**config.mk**
```make
export PLATFORM = sky130hd
export DESIGN_NAME = mem_load_receiver_flat
export DESIGN_NICKNAME = d
export VERILOG_FILES = /design/src/rtl/mem_load_if.sv /design/src/rtl/mem_load_receiver.sv /design/src/flat_wrapper.sv
export SDC_FILE = /design/constraint.sdc
export NUM_CORES = 1
export LEC_CHECK = 0
export ABC_AREA = 0
export BUFFER_PORTS_ARGS = -buffer_cell sky130_fd_sc_hd__buf_2
export CAP_MARGIN = 0
export CORE_MARGIN = 5
export CORE_UTILIZATION = 54
export CTS_BUF_LIST = sky130_fd_sc_hd__clkbuf_4
export CTS_CLUSTER_SIZE = 24
export DETAILED_ROUTE_END_ITERATION = 10
export GPL_ROUTABILITY_DRIVEN = 0
export PLACE_DENSITY = 0.85
export SYNTH_ARGS = -nofsm -noshare
export SYNTH_HDL_FRONTEND = slang
export SYNTH_SLANG_ARGS = --single-unit
```
**constraint.sdc**
```tcl
create_clock -name clk -period 3.7 [get_ports clk]
set_clock_uncertainty 0.15 [all_clocks]
set_input_delay 0.37 -clock clk [delete_from_list [all_inputs] [get_ports clk]]
set_output_delay 0.37 -clock clk [all_outputs]
set_load 0.02 [all_outputs]
```
**src/rtl/mem_load_if.sv**
```systemverilog
// mem_load_if: bundles the load-request, memory-read and load-response
// channels of mem_load_receiver.
//   slave  : the receiver's view. It accepts ld_*, drives mem_req/mem_addr,
//            consumes mem_rvalid/mem_rdata and drives the load_* response.
//   master : the core/memory side, which is the mirror image of slave.
interface mem_load_if #(parameter int ADDR_W = 32);
  logic              ld_valid;
  logic              ld_ready;
  logic [ADDR_W-1:0] ld_addr;
  logic [2:0]        func3;
  logic              mem_req;
  logic [ADDR_W-1:0] mem_addr;
  logic              mem_rvalid;
  logic [31:0]       mem_rdata;
  logic              load_valid;
  logic              load_ready;
  logic [31:0]       load_data;
  logic              load_err;
  logic [1:0]        err_code;

  modport slave (
    input  ld_valid, ld_addr, func3, mem_rvalid, mem_rdata, load_ready,
    output ld_ready, mem_req, mem_addr, load_valid, load_data, load_err, err_code
  );

  modport master (
    output ld_valid, ld_addr, func3, mem_rvalid, mem_rdata, load_ready,
    input  ld_ready, mem_req, mem_addr, load_valid, load_data, load_err, err_code
  );
endinterface

```
**src/rtl/mem_load_receiver.sv**
```systemverilog
// mem_load_receiver: takes one RISC-V load (address + func3) at a time,
// issues a word-aligned read strobe to memory, waits for read data with a
// timeout, then returns the byte/half/word result over a valid/ready
// response handshake.
// Ports:
//   clk, rst_n : rising-edge clock, asynchronous active-low reset
//   bus        : mem_load_if.slave, which carries
//                ld_valid/ld_ready/ld_addr/func3        load request
//                mem_req/mem_addr/mem_rvalid/mem_rdata  memory read
//                load_valid/load_ready/load_data/load_err/err_code  response
// err_code: 00 none, 01 misaligned, 10 illegal func3, 11 timeout.
module mem_load_receiver #(
  parameter int TIMEOUT = 16,
  parameter int ADDR_W  = 32
) (
  input  logic        clk,
  input  logic        rst_n,
  mem_load_if.slave   bus
);

  typedef enum logic [1:0] {IDLE, REQ, WAIT, RESP} state_t;

  localparam logic [1:0] E_NONE = 2'b00;
  localparam logic [1:0] E_MIS  = 2'b01;
  localparam logic [1:0] E_F3   = 2'b10;
  localparam logic [1:0] E_TO   = 2'b11;
  localparam logic [7:0] CNT_LAST = 8'(TIMEOUT - 1);

  state_t            state, state_d;
  logic              mem_req_q, mem_req_d;
  logic [ADDR_W-1:0] mem_addr_q, mem_addr_d;
  logic              lv_q, lv_d;
  logic [31:0]       data_q, data_d;
  logic              err_q, err_d;
  logic [1:0]        code_q, code_d;
  logic [7:0]        cnt_q, cnt_d;
  logic [1:0]        lo_q, lo_d;
  logic [2:0]        f3_q, f3_d;

  logic f3_legal, misaligned;

  // Byte/half/word select plus sign or zero extension. func3[2] marks the
  // unsigned variants, func3[1:0] the access size.
  function automatic logic [31:0] extract(input logic [31:0] rd,
                                          input logic [1:0]  lo,
                                          input logic [2:0]  f3);
    logic [7:0]  b;
    logic [15:0] h;
    logic [31:0] r;
    case (lo)
      2'd0:    b = rd[7:0];
      2'd1:    b = rd[15:8];
      2'd2:    b = rd[23:16];
      default: b = rd[31:24];
    endcase
    h = lo[1] ? rd[31:16] : rd[15:0];
    case (f3[1:0])
      2'b00:   r = {{24{b[7] & ~f3[2]}}, b};
      2'b01:   r = {{16{h[15] & ~f3[2]}}, h};
      default: r = rd;
    endcase
    return r;
  endfunction

  always_comb begin
    f3_legal = (bus.func3 == 3'b000) || (bus.func3 == 3'b001) ||
               (bus.func3 == 3'b010) || (bus.func3 == 3'b100) ||
               (bus.func3 == 3'b101);
    misaligned = ((bus.func3[1:0] == 2'b01) && bus.ld_addr[0]) ||
                 ((bus.func3[1:0] == 2'b10) && (bus.ld_addr[1:0] != 2'b00));
  end

  always_comb begin
    state_d    = state;
    mem_req_d  = 1'b0;
    mem_addr_d = mem_addr_q;
    lv_d       = lv_q;
    data_d     = data_q;
    err_d      = err_q;
    code_d     = code_q;
    cnt_d      = cnt_q;
    lo_d       = lo_q;
    f3_d       = f3_q;
    case (state)
      IDLE: begin
        if (bus.ld_valid) begin
          lo_d = bus.ld_addr[1:0];
          f3_d = bus.func3;
          if (!f3_legal) begin
            state_d = RESP;
            lv_d    = 1'b1;
            data_d  = '0;
            err_d   = 1'b1;
            code_d  = E_F3;
          end else if (misaligned) begin
            // rejected before any memory access
            state_d = RESP;
            lv_d    = 1'b1;
            data_d  = '0;
            err_d   = 1'b1;
            code_d  = E_MIS;
          end else begin
            state_d    = REQ;
            mem_req_d  = 1'b1;
            mem_addr_d = {bus.ld_addr[ADDR_W-1:2], 2'b00};
          end
        end
      end
      REQ: begin
        state_d = WAIT;
        cnt_d   = '0;
      end
      WAIT: begin
        if (bus.mem_rvalid) begin
          state_d = RESP;
          lv_d    = 1'b1;
          data_d  = extract(bus.mem_rdata, lo_q, f3_q);
          err_d   = 1'b0;
          code_d  = E_NONE;
        end else if (cnt_q == CNT_LAST) begin
          state_d = RESP;
          lv_d    = 1'b1;
          data_d  = '0;
          err_d   = 1'b1;
          code_d  = E_TO;
        end else begin
          cnt_d = cnt_q + 8'd1;
        end
      end
      RESP: begin
        // response fields stay frozen until consumed
        if (bus.load_ready) begin
          state_d = IDLE;
          lv_d    = 1'b0;
        end
      end
      default: state_d = IDLE;
    endcase
  end

  always_ff @(posedge clk or negedge rst_n) begin
    if (!rst_n) begin
      state      <= IDLE;
      mem_req_q  <= 1'b0;
      mem_addr_q <= '0;
      lv_q       <= 1'b0;
      data_q     <= '0;
      err_q      <= 1'b0;
      code_q     <= E_NONE;
      cnt_q      <= '0;
      lo_q       <= '0;
      f3_q       <= '0;
    end else begin
      state      <= state_d;
      mem_req_q  <= mem_req_d;
      mem_addr_q <= mem_addr_d;
      lv_q       <= lv_d;
      data_q     <= data_d;
      err_q      <= err_d;
      code_q     <= code_d;
      cnt_q      <= cnt_d;
      lo_q       <= lo_d;
      f3_q       <= f3_d;
    end
  end

  assign bus.ld_ready   = (state == IDLE);
  assign bus.mem_req    = mem_req_q;
  assign bus.mem_addr   = mem_addr_q;
  assign bus.load_valid = lv_q;
  assign bus.load_data  = data_q;
  assign bus.load_err   = err_q;
  assign bus.err_code   = code_q;

endmodule

```
**src/flat_wrapper.sv**
```systemverilog
// flat-port wrapper written by rule: the top's interface ports become plain ports
module mem_load_receiver_flat 
#(
  parameter int TIMEOUT = 16,
  parameter int ADDR_W  = 32
)
  (clk, rst_n, bus_ld_valid, bus_ld_addr, bus_func3, bus_mem_rvalid, bus_mem_rdata, bus_load_ready, bus_ld_ready, bus_mem_req, bus_mem_addr, bus_load_valid, bus_load_data, bus_load_err, bus_err_code);
  mem_load_if #(.ADDR_W(ADDR_W)) bus_i ();
  input  logic clk;
  input  logic rst_n;
  input wire logic [$bits(bus_i.ld_valid)-1:0] bus_ld_valid;
  input wire logic [$bits(bus_i.ld_addr)-1:0] bus_ld_addr;
  input wire logic [$bits(bus_i.func3)-1:0] bus_func3;
  input wire logic [$bits(bus_i.mem_rvalid)-1:0] bus_mem_rvalid;
  input wire logic [$bits(bus_i.mem_rdata)-1:0] bus_mem_rdata;
  input wire logic [$bits(bus_i.load_ready)-1:0] bus_load_ready;
  output wire logic [$bits(bus_i.ld_ready)-1:0] bus_ld_ready;
  output wire logic [$bits(bus_i.mem_req)-1:0] bus_mem_req;
  output wire logic [$bits(bus_i.mem_addr)-1:0] bus_mem_addr;
  output wire logic [$bits(bus_i.load_valid)-1:0] bus_load_valid;
  output wire logic [$bits(bus_i.load_data)-1:0] bus_load_data;
  output wire logic [$bits(bus_i.load_err)-1:0] bus_load_err;
  output wire logic [$bits(bus_i.err_code)-1:0] bus_err_code;
  assign bus_i.ld_valid = bus_ld_valid;
  assign bus_i.ld_addr = bus_ld_addr;
  assign bus_i.func3 = bus_func3;
  assign bus_i.mem_rvalid = bus_mem_rvalid;
  assign bus_i.mem_rdata = bus_mem_rdata;
  assign bus_i.load_ready = bus_load_ready;
  assign bus_ld_ready = bus_i.ld_ready;
  assign bus_mem_req = bus_i.mem_req;
  assign bus_mem_addr = bus_i.mem_addr;
  assign bus_load_valid = bus_i.load_valid;
  assign bus_load_data = bus_i.load_data;
  assign bus_load_err = bus_i.load_err;
  assign bus_err_code = bus_i.err_code;
  mem_load_receiver #(.TIMEOUT(TIMEOUT), .ADDR_W(ADDR_W)) u_core (.clk(clk), .rst_n(rst_n), .bus(bus_i));
endmodule
```
==> results of run 1 <==
-- layout by cell type (no fill, tap or decap), types with 3 or more instances in the layout --
cell type      count
and3_1             7
mux2i_1           18
o21a_1             3
o32ai_1           17
nor3_1             9
nor2b_1           20
buf_2            138
inv_1             24
o21ai_0            9
nor3b_1            3
ha_1               6
mux2_2            45
clkbuf_4           9
a221o_1            8
nor2_1            10
nand2_1           19
nand2b_1           6
bufinv_16          3
a211oi_1           7
dfrtp_1           82
nor4_1             3
buf_4              3
dlygate4sd3_1      5
a21oi_1            6
-- cells by family (layout without fill, tap and decap cells) --
logic type	count (synthesis)	count (layout)	share of synthesized area
muxes	64	64	0.1737
other	1	2	0.0009182
xor gates and xnor gates	3	3	0.006435
AOI/OAI and AO/OA	58	58	0.1088
adders and majority gates	6	6	0.01838
buffers and inverters	49	186	0.05698
and+or+nand+nor	92	92	0.1324
DFF	82	82	0.5025
-- state kept, by name, summed over array words and instances, names as in the netlist, 2 cells and up --
register              flops
u_core.cnt_q              8
u_core.bus.load_data     32
u_core.bus.err_code       2
u_core.bus.mem_addr      30
u_core.f3_q               3
u_core.state              2
u_core.lo_q               2
-- through the flow --
stage	hold WS [ns]	utilization	area [µm²]	std cells
after floorplan	-0.07559	-	4088	356
after global placement	0.3256	0.6558	4782	571
after detailed placement	0.3321	0.6558	4782	571
after CTS	0.0006171	0.6839	4987	589
after global routing	0.004242	0.6881	5017	592
final	0.02246	0.6881	5017	592
-- where the power goes --
group	switching (mW)	internal, mW
sequential	0.271	1.26
combinational	1.22	0.848
clock	0.314	0.342
total	1.80	2.45
-- area by class of cell --
cell class	count	area share
Multi-Input combinational cell	225	0.3594
Inverter	24	0.01796
Tap cell	99	0.02469
Clock inverter	7	0.02344
Clock buffer	9	0.01347
Sequential cell	82	0.4090
Timing Repair Buffer	146	0.1521
-- Yosys cell counts, drive strengths merged, types with 2 or more instances --
master,instances,area [µm²]
dfrtp,82,2052
mux2,45,506.7
inv,24,90.09
nor2b,20,125.1
nand2,19,71.32
mux2i,18,180.2
buf,17,112.6
o32ai,17,148.9
nor2,10,37.54
nor3,10,61.31
o21ai,9,45.04
a221o,8,80.08
clkbuf,8,30.03
a211oi,7,52.55
a21oi,7,38.79
and3,7,43.79
ha,6,75.07
nand2b,6,37.54
nor4,5,52.55
nand3,3,20.02
nor3b,3,22.52
o21a,3,22.52
a2111oi,2,17.52
nand4b,2,17.52
or2,2,12.51
or3,2,12.51
xnor2,2,17.52
-- how the worst max path moves through the flow --
stage | start | to | slack (ns)
floorplan | u_core.state[0] | u_core.bus.load_data[7] | 1.45
global placement | u_core.lo_q[1] | u_core.bus.load_data[17] | 1.06
detailed placement | u_core.lo_q[1] | u_core.bus.load_data[29] | 0.83
CTS | u_core.lo_q[1] | u_core.bus.load_data[29] | 0.79
global route | u_core.lo_q[1] | u_core.bus.load_data[18] | 0.70
finish | u_core.lo_q[1] | u_core.bus.load_data[29] | 0.82
-- critical path, cell delays in order, from the launching register on --
cell and delay, ns:
dfrtp_1 0.80, mux2i_1 0.30, a2111oi_0 0.14, a21oi_1 1.09, o32ai_1 0.24
-- metal layers --
| metal | vias up | share of wire |
|---|---|---|
| met2 | 202 | 0.46 |
| met4 | 2 | 0.023 |
| met3 | 31 | 0.12 |
| met5 | - | 0.0013 |
| li1 | 1537 | - |
| met1 | 1604 | 0.39 |
==> flow_summary.json, run 1 <==
{
  "diodes": 0,
  "final_nets": 566,
  "io_pins": 142,
  "fillers": 586,
  "grt_max_degree": 83,
  "criticalPathCategory": "reg -> reg",
  "synth_area_um2": 4084,
  "hpwl_um": 7616,
  "clock_path_buffers": 2,
  "routed_via_density": 5.703,
  "total_power_mw": 4.249,
  "status": "finished clean",
  "cts_tree": "built",
  "drc": 0,
  "core_um2": 7292,
  "grt_use_met3": 0.08058,
  "seq_area_frac_synth": 0.5025,
  "drt_iter0_markers": 214,
  "routed_wl_um": 10300,
  "cts_setup_buffers": 0,
  "ff_latch_area_um2": 2052,
  "grt_pass1_vias": 3417,
  "slew_viol_final": 0,
  "fmax_ghz": 0.3476,
  "hp-start": "bus_ld_addr[24]",
  "synth_area_per_cell_um2": 11.50,
  "powerDensity_nw_per_um2": 846.8,
  "ys_warn_count": 0,
  "maxCapViolations": 0,
  "tightest_slew_ns": 1.353,
  "worstSetupEndpointType": "register",
  "top_usage_layer": "met2",
  "fin_crit_ns": 2.877,
  "syn_inst": 355,
  "io_buffers": 139,
  "rsz0062_at_grt": "false",
  "overflow": 0,
  "grt_use_met2": 0.3413,
  "clkLatencyLatePin_ns": 0.42,
  "finalSetupTns_ns": 0,
  "r2r_setup_slack_ns": 0.82,
  "cts.reportedPaths.clkPinSlew_ns": 0.13,
  "cp-start-kind": "register",
  "num_vias": 3376,
  "wl_per_cell_um": 17.40,
  "row_count": 31,
  "post-place-ws_ns": 0.8293,
  "post-route-period-util": 0.7775,
  "antenna_found_initial": 1,
  "clock-sinks": 82,
  "die-area_um2": 9402,
  "htree_num_levels": 3,
  "synth_cell_types": 45,
  "synthFlopType": "dfrtp_1",
  "drive_gt1_frac": 0.4300,
  "cts_resized": 0,
  "root_buffer": "clkbuf_4",
  "rr_startpoint": "u_core.lo_q[1]",
  "die_x_um": 96.97,
  "reg2reg_depth": 4,
  "grt_pass1_wl_um": 16660,
  "numCtsBuffers": 9,
  "critPathMaxFanout": 17,
  "floorplan.initialDensity": 0.5601,
  "maxSlewHeadroom": 0.09793,
  "multi_input_area_um2": 1803,
  "fin_ws_ns": 0.8231,
  "arrival_ns": 2.98,
  "hold_path_depth": 2,
  "die_h_um": 96.97,
  "met1_usage": 0.2713,
  "peakVddDrop_mv": 0.5032,
  "rr_endpoint": "u_core.bus.load_data[29]",
  "firstDrtPassIters": 7,
  "hold_viol_final": 0,
  "total_leakage_power_nw": 2.511,
  "worstPathRequired_ns": 3.80,
  "hold_class": "in -> reg",
  "hold_end": "u_core.bus.mem_addr[24]",
  "ys_seq_elements": 82,
  "setup_viol": 0,
  "cts.hold.buffers_added": 2,
  "synth_edf_count": 0,
  "synthArstFlopShare": 1.000,
  "ant_nets": 0,
  "grt_usage": 0.2171,
  "syn2layout_area_growth_pct": 22.86
}
Power figures use the tool's default switching activity.
==> run 2, diff against run 1 <==
--- a/config.mk
+++ b/config.mk
@@ -5,16 +5,16 @@
 export SDC_FILE = /design/constraint.sdc
 export NUM_CORES = 1
 export LEC_CHECK = 0
-export ABC_AREA = 0
+export ABC_AREA = 1
 export BUFFER_PORTS_ARGS = -buffer_cell sky130_fd_sc_hd__buf_2
 export CAP_MARGIN = 0
 export CORE_MARGIN = 5
-export CORE_UTILIZATION = 54
+export CORE_UTILIZATION = 52
 export CTS_BUF_LIST = sky130_fd_sc_hd__clkbuf_4
 export CTS_CLUSTER_SIZE = 24
 export DETAILED_ROUTE_END_ITERATION = 10
 export GPL_ROUTABILITY_DRIVEN = 0
-export PLACE_DENSITY = 0.85
+export PLACE_DENSITY = 0.82
 export SYNTH_ARGS = -nofsm -noshare
 export SYNTH_HDL_FRONTEND = slang
 export SYNTH_SLANG_ARGS = --single-unit
==> constraint.sdc (replaced) <==
create_clock -name clk -period 2.8 [get_ports clk]
set_clock_uncertainty 0.15 [all_clocks]
set_input_delay 0.28 -clock clk [delete_from_list [all_inputs] [get_ports clk]]
set_output_delay 0.28 -clock clk [all_outputs]
set_load 0.02 [all_outputs]
==> flow_summary.json, run 2 <==
{
  "status": "finished clean",
  "layout_commonest_cell": "nand2_1",
  "cts_resized": 0,
  "syn_inst": 533,
  "cts.hold.buffers_added": 43,
  "die_x_um": 99.58,
  "grt_max_degree": 83,
  "final_nets": 782,
  "io_buffers": 139,
  "worstPathRequired_ns": 3.03,
  "grt_pass1_vias": 4250,
  "worstSetupStartpoint": "u_core.state[1]",
  "routed_via_density": 5.359,
  "cts_setup_buffers": 0,
  "netlist_top_cells_area": "dfrtp_1 (49%), nand2_1 (18%), o21ai_0 (7.7%)",
  "cpPeakStageDelay_ns": 0.46,
  "cts.reportedPaths.clkPinSlew_ns": 0.15,
  "reg2reg_depth": 10,
  "setup_viol": 0,
  "layout_common_cells": "nand2_1 (198), buf_2 (138), dfrtp_1 (82), o21ai_0 (64), dlygate4sd3_1 (43)",
  "hpwl_um": 8207,
  "drc": 0,
  "slew_viol_final": 0,
  "tightest_slew_ns": 1.007,
  "drt_iter0_markers": 243,
  "clock-sinks": 82,
  "total_power_mw": 5.562,
  "num_vias": 4346,
  "fmax_ghz": 0.4391,
  "synth_area_per_cell_um2": 7.829,
  "post-route-period-util": 0.8134,
  "synth_cell_types": 31,
  "rsz0062_at_grt": "false",
  "wl_per_cell_um": 15.19,
  "maxSlewHeadroom": 0.3284,
  "clkLatencyLatePin_ns": 0.43,
  "criticalPathCategory": "reg -> reg",
  "hold_class": "in -> reg",
  "fin_crit_ns": 2.278,
  "floorplan.initialDensity": 0.5372,
  "diodes": 0,
  "synth_edf_count": 0,
  "drive_gt1_frac": 0.2595,
  "seq_area_frac_synth": 0.4918,
  "synth_top_area_share": 0.4918,
  "routed_wl_um": 12320,
  "clock_path_buffers": 2,
  "cp-start-kind": "register",
  "firstDrtPassIters": 7,
  "core_um2": 7767,
  "hold_viol_final": 0,
  "total_leakage_power_nw": 3.080,
  "ys_seq_elements": 82,
  "fillers": 630,
  "syn2layout_area_growth_pct": 30.94,
  "peakVddDrop_mv": 0.5767,
  "largest_reg_flops": 32,
  "synthFlopType": "dfrtp_1",
  "powerDensity_nw_per_um2": 1018,
  "synth_area_um2": 4173,
  "overflow": 0,
  "hp-start": "bus_mem_rdata[30]",
  "worstSetupEndpointType": "register",
  "numCtsBuffers": 9,
  "io_pins": 142,
  "synth_most_common_cell": "nand2_1",
  "root_buffer": "clkbuf_4",
  "crit_chain": "inv_1, ha_1, inv_1, nor2_1, nand2_2, buf_4, nor2_2, buf_4, nand2_1, nand2_1",
  "rr_startpoint": "u_core.state[1]",
  "hold_path_depth": 4,
  "synthArstFlopShare": 1.000,
  "maxCapViolations": 0,
  "row_count": 32,
  "grt_usage": 0.2501,
  "arrival_ns": 2.50,
  "die-area_um2": 9916,
  "cts_tree": "built",
  "antenna_found_initial": 0,
  "synth_top_cells_by_count": "nand2_1 (198), dfrtp_1 (82), o21ai_0 (64)",
  "finalSetupTns_ns": 0,
  "synth_top_area_cell": "dfrtp_1",
  "die_h_um": 99.58,
  "ant_nets": 0,
  "grt_pass1_wl_um": 20100,
  "crit_slowest_cell": "dfrtp_1",
  "critPathMaxFanout": 31,
  "ys_warn_count": 0,
  "htree_num_levels": 3
}
-- run 2: cell families after synthesis --
kind of cell             Yosys count  share of synthesized area
flip-flops                        82                     0.4918
buffers and inverters             69                    0.07556
XOR/XNOR                           3                   0.006298
other                              1                  0.0008987
adder cells (fa/ha/maj)            6                    0.01799
AO/OA/AOI/OAI                     80                     0.1034
AND/OR/NAND/NOR                  292                     0.3040
-- run 2: path summary, 6_finish.rpt --
check,to,slack (ns)
min in group asynchronous,u_core.bus.load_data[11],0.39
max in group asynchronous,u_core.bus.mem_addr[4],1.48
worst min-delay path,u_core.bus.load_data[30],0.03
worst max-delay path,u_core.bus.mem_addr[2],0.52
worst min register to register,u_core.bus.load_data[27],0.35
worst max register to register,u_core.bus.mem_addr[2],0.52
-- run 2: routing by layer --
layer / GRT usage / share of wire
met2: 0.4225 / 0.49
met3: 0.05540 / 0.095
met5: 0 / 0
met4: 0.08298 / 0.023
met1: 0.3190 / 0.39
-- run 2: stage by stage --
step	area (µm²)	worst slack, ns	instances	hold WS, ns	util
floorplan	4177	0.8760	534	-0.1656	-
global placement	4881	0.7350	752	0.3113	0.6284
detailed placement	4881	0.6146	752	0.3119	0.6284
CTS	5464	0.5881	811	0.005198	0.7034
global route	5464	0.3715	811	0.02998	0.7034
finish	5464	0.5225	811	0.02500	0.7034
-- run 2: area by class of cell --
class,count,area [µm²],share of cell area
Sequential cell,82,2052,0.3755
Multi-Input combinational cell,383,1812,0.3316
Timing Repair Buffer,187,1166,0.2134
Inverter,41,153.9,0.02817
Tap cell,102,127.6,0.02336
Clock inverter,7,85.08,0.01557
Clock buffer,9,67.56,0.01237
-- run 2: report_power, final --
part           internal (mW)  switching [mW]  total [mW]
registers               1.67           0.367        2.03
clock network          0.290           0.458       0.747
logic                  0.903            1.88        2.78
total                   2.86            2.70        5.56
-- run 2: worst max-delay path: cells and delay by family, from the launching register on --
family	cells	cell delay [ns]
buf+inv	4	0.77
simple gates	5	0.56
flops	1	0.46
fa+ha+maj	1	0.25
